$ cat src/rtl/ascon_pkg.sv
// Shared constants and encodings for the Ascon pin-side loader.
// Select codes, default widths, block type and buffer state types.
package ascon_pkg;

  localparam logic [1:0] SEL_KEY   = 2'd0;
  localparam logic [1:0] SEL_NONCE = 2'd1;
  localparam logic [1:0] SEL_AD    = 2'd2;
  localparam logic [1:0] SEL_PT    = 2'd3;

  localparam int KEY_W_DEF   = 128;
  localparam int NONCE_W_DEF = 128;
  localparam int BLK_W_DEF   = 64;

  typedef enum logic {
    BLK_AD = 1'b0,
    BLK_PT = 1'b1
  } blk_type_e;

  typedef enum logic {
    BUF_EMPTY = 1'b0,
    BUF_FULL  = 1'b1
  } buf_state_e;

  // A block select has bit 1 set; bit 0 then gives the block type.
  function automatic logic is_blk(input logic [1:0] s);
    return s[1];
  endfunction

endpackage

$ cat src/rtl/ascon_io_loader_if.sv
// Block handoff from the serial loader to the Ascon core.
// Valid/ready handshake carrying one rate-sized data block.
interface ascon_io_loader_if
  import ascon_pkg::*;
#(
  parameter int BLK_W = BLK_W_DEF
);

  logic [BLK_W-1:0] blk_o;
  logic             blk_type_o;
  logic             blk_last_o;
  logic             blk_valid_o;
  logic             blk_ready_i;

  modport master (
    output blk_o,
    output blk_type_o,
    output blk_last_o,
    output blk_valid_o,
    input  blk_ready_i
  );

  modport slave (
    input  blk_o,
    input  blk_type_o,
    input  blk_last_o,
    input  blk_valid_o,
    output blk_ready_i
  );

endinterface

$ cat src/rtl/ascon_shift_in.sv
// Serial deserializer: shift register, bit counter and select tracking.
// Flags the cycle whose bit completes a word and exposes that word.
module ascon_shift_in
  import ascon_pkg::*;
#(
  parameter int KEY_W   = KEY_W_DEF,
  parameter int NONCE_W = NONCE_W_DEF,
  parameter int BLK_W   = BLK_W_DEF
) (
  input  logic             clk,
  input  logic             rst,
  input  logic             sdi_i,
  input  logic             sen_i,
  input  logic [1:0]       sel_i,
  input  logic             last_i,
  output logic             commit_o,
  output logic [1:0]       csel_o,
  output logic             clast_o,
  output logic [KEY_W-1:0] word_o
);

  localparam logic [7:0] KEY_LEN   = 8'(KEY_W);
  localparam logic [7:0] NONCE_LEN = 8'(NONCE_W);
  localparam logic [7:0] BLK_LEN   = 8'(BLK_W);

  logic [KEY_W-1:0] sr_q, sr_d;
  logic [7:0]       cnt_q, cnt_d;
  logic [1:0]       sel_q, sel_d;

  logic       restart;
  logic       first;
  logic [1:0] cur_sel;
  logic [7:0] base;
  logic [7:0] wlen;
  logic       commit;

  // Next-state for shifting, counting and word completion.
  always_comb begin
    restart = (cnt_q != 8'd0) && (sel_i != sel_q);
    first   = (cnt_q == 8'd0) || restart;
    cur_sel = first ? sel_i : sel_q;
    base    = first ? 8'd0 : cnt_q;
    unique case (1'b1)
      is_blk(cur_sel):        wlen = BLK_LEN;
      (cur_sel == SEL_NONCE): wlen = NONCE_LEN;
      default:                wlen = KEY_LEN;
    endcase
    sr_d   = sr_q;
    cnt_d  = restart ? 8'd0 : cnt_q;
    sel_d  = sel_q;
    commit = 1'b0;
    if (sen_i) begin
      sr_d  = {sr_q[KEY_W-2:0], sdi_i};
      sel_d = cur_sel;
      if (base == wlen - 8'd1) begin
        commit = 1'b1;
        cnt_d  = 8'd0;
      end else begin
        cnt_d = base + 8'd1;
      end
    end
  end

  // Shift state registers.
  always_ff @(posedge clk) begin
    if (rst) begin
      sr_q  <= '0;
      cnt_q <= '0;
      sel_q <= '0;
    end else begin
      sr_q  <= sr_d;
      cnt_q <= cnt_d;
      sel_q <= sel_d;
    end
  end

  assign commit_o = commit;
  assign csel_o   = cur_sel;
  assign clast_o  = last_i;
  assign word_o   = sr_d;

endmodule

$ cat src/rtl/ascon_io_loader.sv
// Pin-side serial loader feeding the Ascon core.
// Routes committed words, holds one block and issues the init strobe.
module ascon_io_loader
  import ascon_pkg::*;
#(
  parameter int KEY_W   = KEY_W_DEF,
  parameter int NONCE_W = NONCE_W_DEF,
  parameter int BLK_W   = BLK_W_DEF
) (
  input  logic               clk,
  input  logic               rst,
  input  logic               sdi,
  input  logic               sen,
  input  logic [1:0]         sel,
  input  logic               go,
  input  logic               last,
  output logic [KEY_W-1:0]   key_o,
  output logic [NONCE_W-1:0] nonce_o,
  output logic               init_o,
  output logic               kn_ok_o,
  output logic               err_o,
  ascon_io_loader_if.master  bus
);

  logic             commit;
  logic [1:0]       csel;
  logic             clast;
  logic [KEY_W-1:0] word;

  ascon_shift_in #(
    .KEY_W   (KEY_W),
    .NONCE_W (NONCE_W),
    .BLK_W   (BLK_W)
  ) u_shift (
    .clk      (clk),
    .rst      (rst),
    .sdi_i    (sdi),
    .sen_i    (sen),
    .sel_i    (sel),
    .last_i   (last),
    .commit_o (commit),
    .csel_o   (csel),
    .clast_o  (clast),
    .word_o   (word)
  );

  logic [KEY_W-1:0]   key_q;
  logic [NONCE_W-1:0] nonce_q;
  logic               key_v_q;
  logic               nonce_v_q;
  logic               kn_ok_q;

  logic key_cm;
  logic nonce_cm;
  logic blk_cm;

  assign key_cm   = commit && (csel == SEL_KEY);
  assign nonce_cm = commit && (csel == SEL_NONCE);
  assign blk_cm   = commit && is_blk(csel);

  // Key/nonce capture; a recommit simply overwrites.
  always_ff @(posedge clk) begin
    if (rst) begin
      key_q     <= '0;
      nonce_q   <= '0;
      key_v_q   <= 1'b0;
      nonce_v_q <= 1'b0;
      kn_ok_q   <= 1'b0;
    end else begin
      if (key_cm) begin
        key_q   <= word;
        key_v_q <= 1'b1;
      end
      if (nonce_cm) begin
        nonce_q   <= word[NONCE_W-1:0];
        nonce_v_q <= 1'b1;
      end
      kn_ok_q <= key_v_q && nonce_v_q;
    end
  end

  buf_state_e       st_q;
  logic [BLK_W-1:0] blk_q;
  logic             type_q;
  logic             blast_q;
  logic             bvalid_q;
  logic             go_q;
  logic             init_q;
  logic             err_q;

  logic drain;
  logic go_edge;

  assign drain   = (st_q == BUF_FULL) && bus.blk_ready_i;
  assign go_edge = go && !go_q;

  // Holding buffer FSM with go handling and the sticky error flag.
  always_ff @(posedge clk) begin
    if (rst) begin
      st_q     <= BUF_EMPTY;
      blk_q    <= '0;
      type_q   <= 1'b0;
      blast_q  <= 1'b0;
      bvalid_q <= 1'b0;
      go_q     <= 1'b0;
      init_q   <= 1'b0;
      err_q    <= 1'b0;
    end else begin
      go_q   <= go;
      init_q <= 1'b0;
      unique case (st_q)
        BUF_EMPTY: begin
          if (blk_cm) begin
            blk_q    <= word[BLK_W-1:0];
            type_q   <= csel[0];
            blast_q  <= clast;
            bvalid_q <= 1'b1;
            st_q     <= BUF_FULL;
          end
        end
        BUF_FULL: begin
          if (blk_cm && drain) begin
            blk_q   <= word[BLK_W-1:0];
            type_q  <= csel[0];
            blast_q <= clast;
          end else if (blk_cm) begin
            err_q <= 1'b1;
          end else if (drain) begin
            bvalid_q <= 1'b0;
            st_q     <= BUF_EMPTY;
          end
        end
        default: st_q <= BUF_EMPTY;
      endcase
      if (go_edge) begin
        if (kn_ok_q && (st_q == BUF_EMPTY)) begin
          init_q <= 1'b1;
        end else begin
          err_q <= 1'b1;
        end
      end
    end
  end

  assign key_o           = key_q;
  assign nonce_o         = nonce_q;
  assign kn_ok_o         = kn_ok_q;
  assign init_o          = init_q;
  assign err_o           = err_q;
  assign bus.blk_o       = blk_q;
  assign bus.blk_type_o  = type_q;
  assign bus.blk_last_o  = blast_q;
  assign bus.blk_valid_o = bvalid_q;

endmodule

$ cat src/flat_wrapper.sv
// flat-port wrapper written by rule: the top's interface ports become plain ports
module ascon_io_loader_flat import ascon_pkg::*;
#(
  parameter int KEY_W   = KEY_W_DEF,
  parameter int NONCE_W = NONCE_W_DEF,
  parameter int BLK_W   = BLK_W_DEF
)
  (clk, rst, sdi, sen, sel, go, last, key_o, nonce_o, init_o, kn_ok_o, err_o, bus_blk_o, bus_blk_type_o, bus_blk_last_o, bus_blk_valid_o, bus_blk_ready_i);
  ascon_io_loader_if #(.BLK_W(BLK_W)) bus_i ();
  input  logic clk;
  input  logic rst;
  input  logic sdi;
  input  logic sen;
  input  logic [1:0] sel;
  input  logic go;
  input  logic last;
  output logic [KEY_W-1:0] key_o;
  output logic [NONCE_W-1:0] nonce_o;
  output logic init_o;
  output logic kn_ok_o;
  output logic err_o;
  output wire logic [$bits(bus_i.blk_o)-1:0] bus_blk_o;
  output wire logic [$bits(bus_i.blk_type_o)-1:0] bus_blk_type_o;
  output wire logic [$bits(bus_i.blk_last_o)-1:0] bus_blk_last_o;
  output wire logic [$bits(bus_i.blk_valid_o)-1:0] bus_blk_valid_o;
  input wire logic [$bits(bus_i.blk_ready_i)-1:0] bus_blk_ready_i;
  assign bus_blk_o = bus_i.blk_o;
  assign bus_blk_type_o = bus_i.blk_type_o;
  assign bus_blk_last_o = bus_i.blk_last_o;
  assign bus_blk_valid_o = bus_i.blk_valid_o;
  assign bus_i.blk_ready_i = bus_blk_ready_i;
  ascon_io_loader #(.KEY_W(KEY_W), .NONCE_W(NONCE_W), .BLK_W(BLK_W)) u_core (.clk(clk), .rst(rst), .sdi(sdi), .sen(sen), .sel(sel), .go(go), .last(last), .key_o(key_o), .nonce_o(nonce_o), .init_o(init_o), .kn_ok_o(kn_ok_o), .err_o(err_o), .bus(bus_i));
endmodule
$ cat config.mk
export PLATFORM = sky130hd
export DESIGN_NAME = ascon_io_loader_flat
export DESIGN_NICKNAME = d
export VERILOG_FILES = /design/src/rtl/ascon_pkg.sv /design/src/rtl/ascon_io_loader_if.sv /design/src/rtl/ascon_shift_in.sv /design/src/rtl/ascon_io_loader.sv /design/src/flat_wrapper.sv
export SDC_FILE = /design/constraint.sdc
export NUM_CORES = 1
export LEC_CHECK = 0
export CELL_PAD_IN_SITES_DETAIL_PLACEMENT = 0
export CELL_PAD_IN_SITES_GLOBAL_PLACEMENT = 2
export CORE_ASPECT_RATIO = 1.4
export CORE_MARGIN = 3
export CORE_UTILIZATION = 35
export DETAILED_ROUTE_END_ITERATION = 6
export PLACE_DENSITY_LB_ADDON = 0.1
export SETUP_SLACK_MARGIN = 0.15
export SYNTH_ARGS = -nofsm -noshare
export SYNTH_HDL_FRONTEND = slang
export SYNTH_SLANG_ARGS = --single-unit
$ cat constraint.sdc
create_clock -name clk -period 5.4 [get_ports clk]
set_input_delay 0.81 -clock clk [delete_from_list [all_inputs] [get_ports clk]]
set_output_delay 0.81 -clock clk [all_outputs]
set_load 0.005 [all_outputs]
==> flow_metrics.tcl, run 1 <==
set metrics [dict create \
    path_cells "clkdlybuf4s50_1 > xnor2_2 > and3_1 > ha_1 > nand3_1 > nor3_2 > and2_1 > or4b_4 > buf_12 > o21ai_2" \
    rsz0062_at_grt "false" \
    cp-end-kind "flip-flop" \
    cp_data_required_time_ps 5900 \
    area_growth_pct 29.3 \
    worstPathMaxFanout 50 \
    arrival_ps 4300 \
    n_antenna_cell 0 \
    min_from "u_core.go_q" \
    final.setup.tns_ps 0 \
    crit_start "sel[0]" \
    routedWlPerCell_um 18.0 \
    gp_congestion 0.801 \
    synthCells 1792 \
    vias 13093 \
    post_cts_buffers 0 \
    synth_top_cell_by_area "dfxtp_1" \
    routed_wl_mm 49.2 \
    r2r-start "u_core.u_shift.sel_q[1]" \
    run_status "finished clean" \
    leakagePower_uw 0.00918 \
    fmax_ghz 0.263 \
    yosys.area.top_type_share 0.522 \
    relSlewSlack 0.336 \
    antenna_found_initial 0 \
    cts_tree "done" \
    die_width_um 197 \
    syn_area_mm2 0.0179 \
    finalSetupViolCount 0 \
    drive_gt1_frac 0.171 \
    synth_ff_type "dfxtp_1" \
    die_h_um 274 \
    placed_cell_area_mm2 0.0215 \
    nets 2065 \
    design_area_mm2 0.0232 \
    synth_seq_area_share 0.522 \
    grt_pass1_wl_mm 78.3 \
    grt_usage 0.180 \
    fp.dieArea_mm2 0.0540 \
    powerDensity_mw_per_mm2 305 \
    synth_warnings 0 \
    clk_path_buf_depth 3 \
    start_util 0.356 \
    start_kind "primary input" \
    ctsHoldBuffers 0 \
    criticalPathCategory "in2reg" \
    core_area_mm2 0.0504 \
    synthesis.nets 1802 \
    critPathBufInv 2 \
    overflow 0 \
    numCtsBuffers 49 \
    drt_first_pass_iters 4 \
    clock_latency_ps 580 \
    netlist_top_cells_area "dfxtp_1 52%, nand3b_1 11%, mux2i_1 7.3%" \
    synthArstFlopShare 0 \
    cts-htree-levels 2 \
    vias_per_cell 4.79 \
    synth_common_cells "468 x dfxtp_1, 256 x nand3b_1, 203 x o21ai_0, 132 x inv_1, 131 x mux2i_1" \
    synth.most_common_cell "dfxtp_1" \
    tightest_slew_ps 997 \
    irDropWorstVdd_mv 0.241 \
    crit_family "simple AND/OR/NAND/NOR gates" \
    drt-initial-drc-count 553 \
    grt_pass1_vias 13562 \
    synthDistinctLibCells 44 \
    final_hold_viol_count 0 \
    finalClockSkew_ps 25.0 \
    place_hpwl_mm 31.5 \
    pin_count 335 \
    drc 0 \
    port_buffers 334 \
    maxCapViolations 0 \
    syn_avg_cell_area_um2 10.0 \
    crit_slowest_cell "or4b_4" \
    cpPeakStageDelay_ps 920 \
    cts_resized 0 \
    num_rows 97 \
    hp-class "reg2reg" \
    ant_nets 0 \
    period_minus_slack_ps 3810 \
    ys_seq_elements 468 \
    grt_max_degree 179 \
    post-route-period-util 0.705 \
    path_clk_slew_ps 60 \
    root_buffer "clkbuf_16" \
    maxSlewViolCount 0 \
    synth_edf_count 0 \
    clock-sinks 468 \
]
state kept, by name (all words and copies together) (netlist names):
register / cells
u_core.bus.blk_type_o: 1
u_core.bus.blk_valid_o: 1
u_core.go_q: 1
u_core.key_v_q: 1
u_core.kn_ok_o: 1
u_core.key_o: 128
u_core.nonce_v_q: 1
u_core.nonce_o: 128
u_core.bus.blk_o: 64
u_core.u_shift.sel_q: 2
u_core.st_q: 1
u_core.bus.blk_last_o: 1
u_core.init_o: 1
u_core.u_shift.sr_q: 128
u_core.u_shift.cnt_q: 8
u_core.err_o: 1
cells by family (layout without fill, tap and decap cells):
kind of cell	Yosys count	after routing	share of synthesized area
fa+ha+maj	1	1	0.000697
simple gates	572	572	0.206
buf+inv	271	571	0.0715
mux	131	131	0.0731
flops	468	468	0.522
xor+xnor	5	5	0.00286
compound gates	344	344	0.124
power breakdown:
part,internal (µW),switching [µW],total [µW]
sequential,3460,3.64,3460
clock,2050,1400,3450
combinational,74.5,86.2,161
stage by stage:
| stage | setup WS [ps] | power [µW] | hold WS [ps] | std cells | util |
|---|---|---|---|---|---|
| 6_report | 1590 | 7070 | 432 | 2735 | 0.460 |
| 5_1_grt | 1270 | 7340 | 446 | 2735 | 0.460 |
| 4_1_cts | 1620 | 7210 | 433 | 2735 | 0.460 |
| 3_5_place_dp | 1010 | 3700 | 415 | 2647 | 0.428 |
| 3_3_place_gp | 1120 | 3700 | 414 | 2647 | 0.428 |
| 2_1_floorplan | 2390 | 3660 | 396 | 1792 | - |
routing by layer:
metal | vias up | share of wire | GRT usage
met1 | 6160 | 0.44 | 0.223
met4 | 0 | 0.029 | 0.0574
met3 | 77 | 0.075 | 0.0619
met5 | - | 0 | 0
li1 | 6569 | - | -
met2 | 287 | 0.46 | 0.294
worst paths after layout:
kind                 endpoint  slack [ps]  depth (start not counted)
min             u_core.init_o         430                          1
max reg2reg  u_core.key_o[91]        2120                          9
min reg2reg     u_core.init_o         430                          1
max          u_core.key_o[91]        1590                         10
layout make-up:
| cell class | count | area [µm²] |
|---|---|---|
| inverter | 132 | 495 |
| clock buffer | 72 | 1490 |
| multi-input combinational | 1053 | 7310 |
| clock inverter | 16 | 169 |
| timing repair buffer | 351 | 3550 |
| tap | 643 | 805 |
| fill | 4875 | 27200 |
| sequential | 468 | 9370 |
cells in the final DEF (no fill, tap or decap), drive strengths merged, types with 4 or more instances in the layout:
cell type	n
dfxtp	468
clkdlybuf4s50	332
o21ai	323
nand3b	256
inv	135
mux2i	131
or2	129
nand2	74
clkbuf	73
nand2b	67
buf	18
nor2	13
clkinv	10
a21oi	7
nand3	5
nor3	5
nor4	4
Note: power is estimated with default switching activity, not from simulation.
==> run 2: changes to the inputs <==
--- a/config.mk
+++ b/config.mk
@@ -9,7 +9,7 @@
 export CELL_PAD_IN_SITES_GLOBAL_PLACEMENT = 2
 export CORE_ASPECT_RATIO = 1.4
 export CORE_MARGIN = 3
-export CORE_UTILIZATION = 35
+export CORE_UTILIZATION = 29
 export DETAILED_ROUTE_END_ITERATION = 6
 export PLACE_DENSITY_LB_ADDON = 0.1
 export SETUP_SLACK_MARGIN = 0.15
==> constraint.sdc (replaced) <==
create_clock -name clk -period 3.3 [get_ports clk]
set_input_delay 0.495 -clock clk [delete_from_list [all_inputs] [get_ports clk]]
set_output_delay 0.495 -clock clk [all_outputs]
set_load 0.005 [all_outputs]
==> flow_metrics.tcl, run 2 (same netlist as run 1, synthesis figures left out) <==
set metrics [dict create \
    clk_path_buf_depth 3 \
    ctsHoldBuffers 0 \
    cts_resized 0 \
    fmax_ghz 0.382 \
    core_area_mm2 0.0610 \
    leakagePower_uw 0.00921 \
    fillers 6242 \
    overflow 0 \
    n_antenna_cell 0 \
    pin_count 335 \
    nets 2081 \
    ant_nets 0 \
    final_hold_viol_count 0 \
    mostFrequentLayoutCells "468 x dfxtp_1, 332 x clkdlybuf4s50_1, 256 x nand3b_1" \
    layout_commonest_cell "dfxtp_1" \
    relSlewSlack 0.466 \
    worstPathMaxFanout 50 \
    whs_path_depth 4 \
    grt_pass1_vias 13522 \
    drt-initial-drc-count 549 \
    criticalPathCategory "in2reg" \
    maxSlewViolCount 0 \
    area_growth_pct 31.0 \
    ff2ff_setup_slack_ps 700 \
    cts-htree-levels 2 \
    hp-class "in2reg" \
    gp_congestion 0.759 \
    start_kind "primary input" \
    timing.rr.end "u_core.key_o[37]" \
    cp-end-kind "flip-flop" \
    grt_usage 0.160 \
    maxCapViolations 0 \
    clock-sinks 468 \
    place_hpwl_mm 34.7 \
    die_h_um 300 \
    path_clk_slew_ps 60 \
    finalSetupViolCount 0 \
    clock_latency_ps 580 \
    numCtsBuffers 49 \
    powerDensity_mw_per_mm2 483 \
    root_buffer "clkbuf_16" \
    run_status "finished clean" \
    tightest_slew_ps 801 \
    antenna_found_initial 0 \
    num_rows 107 \
    vias 13178 \
    drive_gt1_frac 0.171 \
    routed_wl_mm 53.2 \
    drc 0 \
    rsz0062_at_grt "false" \
    p_total_uw 11400 \
    vias_per_cell 4.51 \
    arrival_ps 3130 \
    period_minus_slack_ps 2620 \
    min_to "u_core.u_shift.sel_q[0]" \
    finalClockSkew_ps 16.3 \
    final.setup.tns_ps 0 \
    start_util 0.294 \
    cp_data_required_time_ps 3810 \
    r2r-start "u_core.u_shift.sel_q[1]" \
    fp.dieArea_mm2 0.0649 \
    grt_pass1_wl_mm 82.3 \
    routedWlPerCell_um 18.2 \
    min_from "sen" \
    irDropWorstVdd_mv 0.436 \
    fin_util 0.385 \
    r2r.worst_path.cells 9 \
    fin_hold_ws_ps 349 \
    setup_slack_ps 681 \
    post_cts_buffers 0 \
    pre_cts_slack_ps 89.0 \
    die_width_um 216 \
    post-route-period-util 0.794 \
    grt_max_degree 112 \
    port_buffers 334 \
    drt_first_pass_iters 4 \
    cts_tree "done" \
]
==> run 2: area by class of cell <==
class	instances	area [µm²]	area share
clock buffers	76	1470	0.0626
inverters	132	495	0.0211
multi-input cells	1053	7310	0.311
clock inverters	9	73.8	0.00314
repair buffers	367	3760	0.160
flip-flops and latches	468	9370	0.399
well taps	817	1020	0.0435
==> run 2: critical path, stage by stage <==
cell and delay [ps]:
clkdlybuf4s50_1 440, xnor2_1 220, and3_1 210, ha_1 180
nand3_1 140, nor3_2 210, and2_1 170, or4b_4 550
buf_12 240, o21ai_2 170
==> run 2: worst max path at each step <==
stage | from | slack, ps | end
3_3_place_gp | sel[1] | 120 | u_core.key_o[37]
2_1_floorplan | sel[1] | 600 | u_core.key_o[100]
3_5_place_dp | sel[1] | 90 | u_core.key_o[99]
4_1_cts | u_core.u_shift.sel_q[1] | 700 | u_core.key_o[99]
6_report | sel[1] | 680 | u_core.key_o[37]
5_1_grt | u_core.u_shift.sel_q[1] | 480 | u_core.key_o[3]
==> run 2: layer usage <==
layer,up-vias,routed length [µm],track usage
li1,6586,-,-
met1,6219,23400,0.199
met2,293,25000,0.268
met3,80,3530,0.0477
met4,0,1320,0.0452
met5,-,0,0
==> run 2: report_power, final <==
group	total, µW	internal, µW	switching (µW)
registers	5660	5650	6.12
logic	280	131	149
clock network	5410	3120	2290
==> run 2: through the flow <==
stage | std cells | area, µm²
final | 2922 | 23500
after global routing | 2922 | 23500
after CTS | 2922 | 23500
after detailed placement | 2837 | 22000
after global placement | 2837 | 22000
after floorplan | 1792 | 17900
==> run 3: changes to the inputs <==
==> constraint.sdc (replaced) <==
create_clock -name clk -period 2.27 [get_ports clk]
set_input_delay 0.3405 -clock clk [delete_from_list [all_inputs] [get_ports clk]]
set_output_delay 0.3405 -clock clk [all_outputs]
set_load 0.005 [all_outputs]
==> flow_metrics.tcl, run 3 (same netlist as run 1, synthesis figures left out) <==
set metrics [dict create \
    run_status "finished with violations" \
    violations "negative setup slack" \
    numCtsBuffers 50 \
    die_width_um 216 \
    irDropWorstVdd_mv 0.452 \
    r2r-start "u_core.u_shift.sel_q[0]" \
    criticalPathCategory "in2reg" \
    cpPeakStageDelay_ps 540 \
    start_kind "primary input" \
    crit_slowest_cell "clkdlybuf4s50_1" \
    cp_data_required_time_ps 2780 \
    finalSetupViolCount 256 \
    fin_hold_ws_ps 146 \
    post-route-period-util 1.09 \
    layout_commonest_cell "dfxtp_1" \
    path_clk_slew_ps 60 \
    crit_start "sel[1]" \
    grt_pass1_vias 13800 \
    nets 2160 \
    drt_first_pass_iters 5 \
    cts-htree-levels 2 \
    fmax_ghz 0.404 \
    pin_count 335 \
    grt_max_degree 91 \
    routedWlPerCell_um 20.3 \
    fin_util 0.419 \
    worstPathMaxFanout 23 \
    tightest_slew_ps 542 \
    routed_wl_mm 61.1 \
    root_buffer "clkbuf_16" \
    clock-sinks 468 \
    core_area_mm2 0.0610 \
    grt_usage 0.173 \
    leakagePower_uw 0.0102 \
    hp-class "in2reg" \
    r2r.worst_path.cells 10 \
    path_cells "clkdlybuf4s50_1 > xnor2_2 > and3_4 > ha_4 > nand3_4 > nor3_4 > and2_4 > or4b_4 > buf_12 > buf_16 > o21ai_2" \
    fp.dieArea_mm2 0.0649 \
    ant_nets 0 \
    mostFrequentLayoutCells "467 x dfxtp_1, 332 x clkdlybuf4s50_1, 256 x nand3b_1" \
    final.setup.tns_ps -33290 \
    timing.rr.end "u_core.key_o[125]" \
    clk_path_buf_depth 3 \
    fillers 6043 \
    setup_slack_ps -204 \
    final_hold_viol_count 0 \
    num_rows 107 \
    antenna_found_initial 0 \
    gp_congestion 0.758 \
    period_minus_slack_ps 2470 \
    rsz0062_at_grt "true" \
    port_buffers 334 \
    grt_pass1_wl_mm 87.8 \
    min_from "rst" \
    maxSlewViolCount 0 \
    whs_path_depth 2 \
    n_antenna_cell 0 \
    cts_tree "done" \
    drive_gt1_frac 0.254 \
    arrival_ps 2990 \
    vias 13774 \
    powerDensity_mw_per_mm2 674 \
    vias_per_cell 4.58 \
    clock_latency_ps 590 \
    area_growth_pct 42.7 \
    p_total_uw 17200 \
    drc 0 \
    relSlewSlack 0.636 \
    place_hpwl_mm 35.4 \
    ff2ff_setup_slack_ps -180 \
    drt-initial-drc-count 595 \
    overflow 0 \
    finalClockSkew_ps 12.5 \
    die_h_um 300 \
    cp-end-kind "flip-flop" \
    maxCapViolations 0 \
    start_util 0.294 \
    min_to "u_core.bus.blk_last_o" \
]
-- run 3: cell types whose count changed in the layout (fill, tap and decap cells not counted), moves of 3 or more --
cell / delta
buf_16: +19
clkbuf_1: -9
clkbuf_8: +6
clkbuf_16: +20
o21ai_2: +93
buf_4: +18
buf_12: +11
o21ai_0: -134
clkinv_2: +4
buf_6: +9
o21ai_1: +41
buf_8: +3
-- run 3: where the power goes --
part / switching (µW) / internal (µW) / leakage [µW] / total, µW
clock: 3470 / 5100 / 0.000865 / 8570
sequential: 5.85 / 8220 / 0.00377 / 8220
combinational: 229 / 219 / 0.00561 / 448
total: 3710 / 13500 / 0.0102 / 17200
-- run 3: layout make-up --
class                      instances  area (µm²)  area share
sequential                       468        9370       0.366
multi-input combinational       1053        7730       0.302
timing repair buffer             445        5240       0.205
clock buffer                      75        1570      0.0613
tap                              817        1020      0.0399
inverter                         132         495      0.0194
clock inverter                    16         161     0.00631
-- run 3: metal layers --
layer | global-route usage | routed length [µm]
met1 | 0.217 | 26900
met2 | 0.300 | 29900
met3 | 0.0424 | 3180
met4 | 0.0380 | 1180
met5 | 0 | 0
-- run 3: what timing repair did --
action | 4_1_cts | 5_1_grt
gates resized for setup | 87 | 149
hold buffers | 0 | 0
endpoints found under the setup margin | 325 | 320
buffers inserted | 11 | 3
pin swaps | 33 | 21
gates cloned | 12 | 25
-- run 3: how the worst max path moves through the flow --
stage	endpoint	slack, ps	cells past startpoint
after floorplan	u_core.key_o[10]	-240	12
after global placement	u_core.key_o[26]	-730	10
after detailed placement	u_core.key_o[38]	-750	10
after CTS	u_core.key_o[6]	-190	10
after global routing	u_core.key_o[0]	-270	10
final	u_core.key_o[125]	-200	11
-- run 3: per-stage QoR --
step                instance area [µm²]  instances  setup slack [ps]
finish                            25600       3006              -204
global route                      25600       3006              -275
CTS                               24700       2978              -186
detailed placement                22300       2864              -748
global placement                  22300       2864              -734
floorplan                         18100       1792              -238
-- run 3: worst max-delay path: cells and delay by family --
family / cells / cell delay [ps]
buffers and inverters: 3 / 890
adders and majority gates: 1 / 160
xor gates and xnor gates: 1 / 250
AOI/OAI and AO/OA: 1 / 130
and+or+nand+nor: 5 / 1180
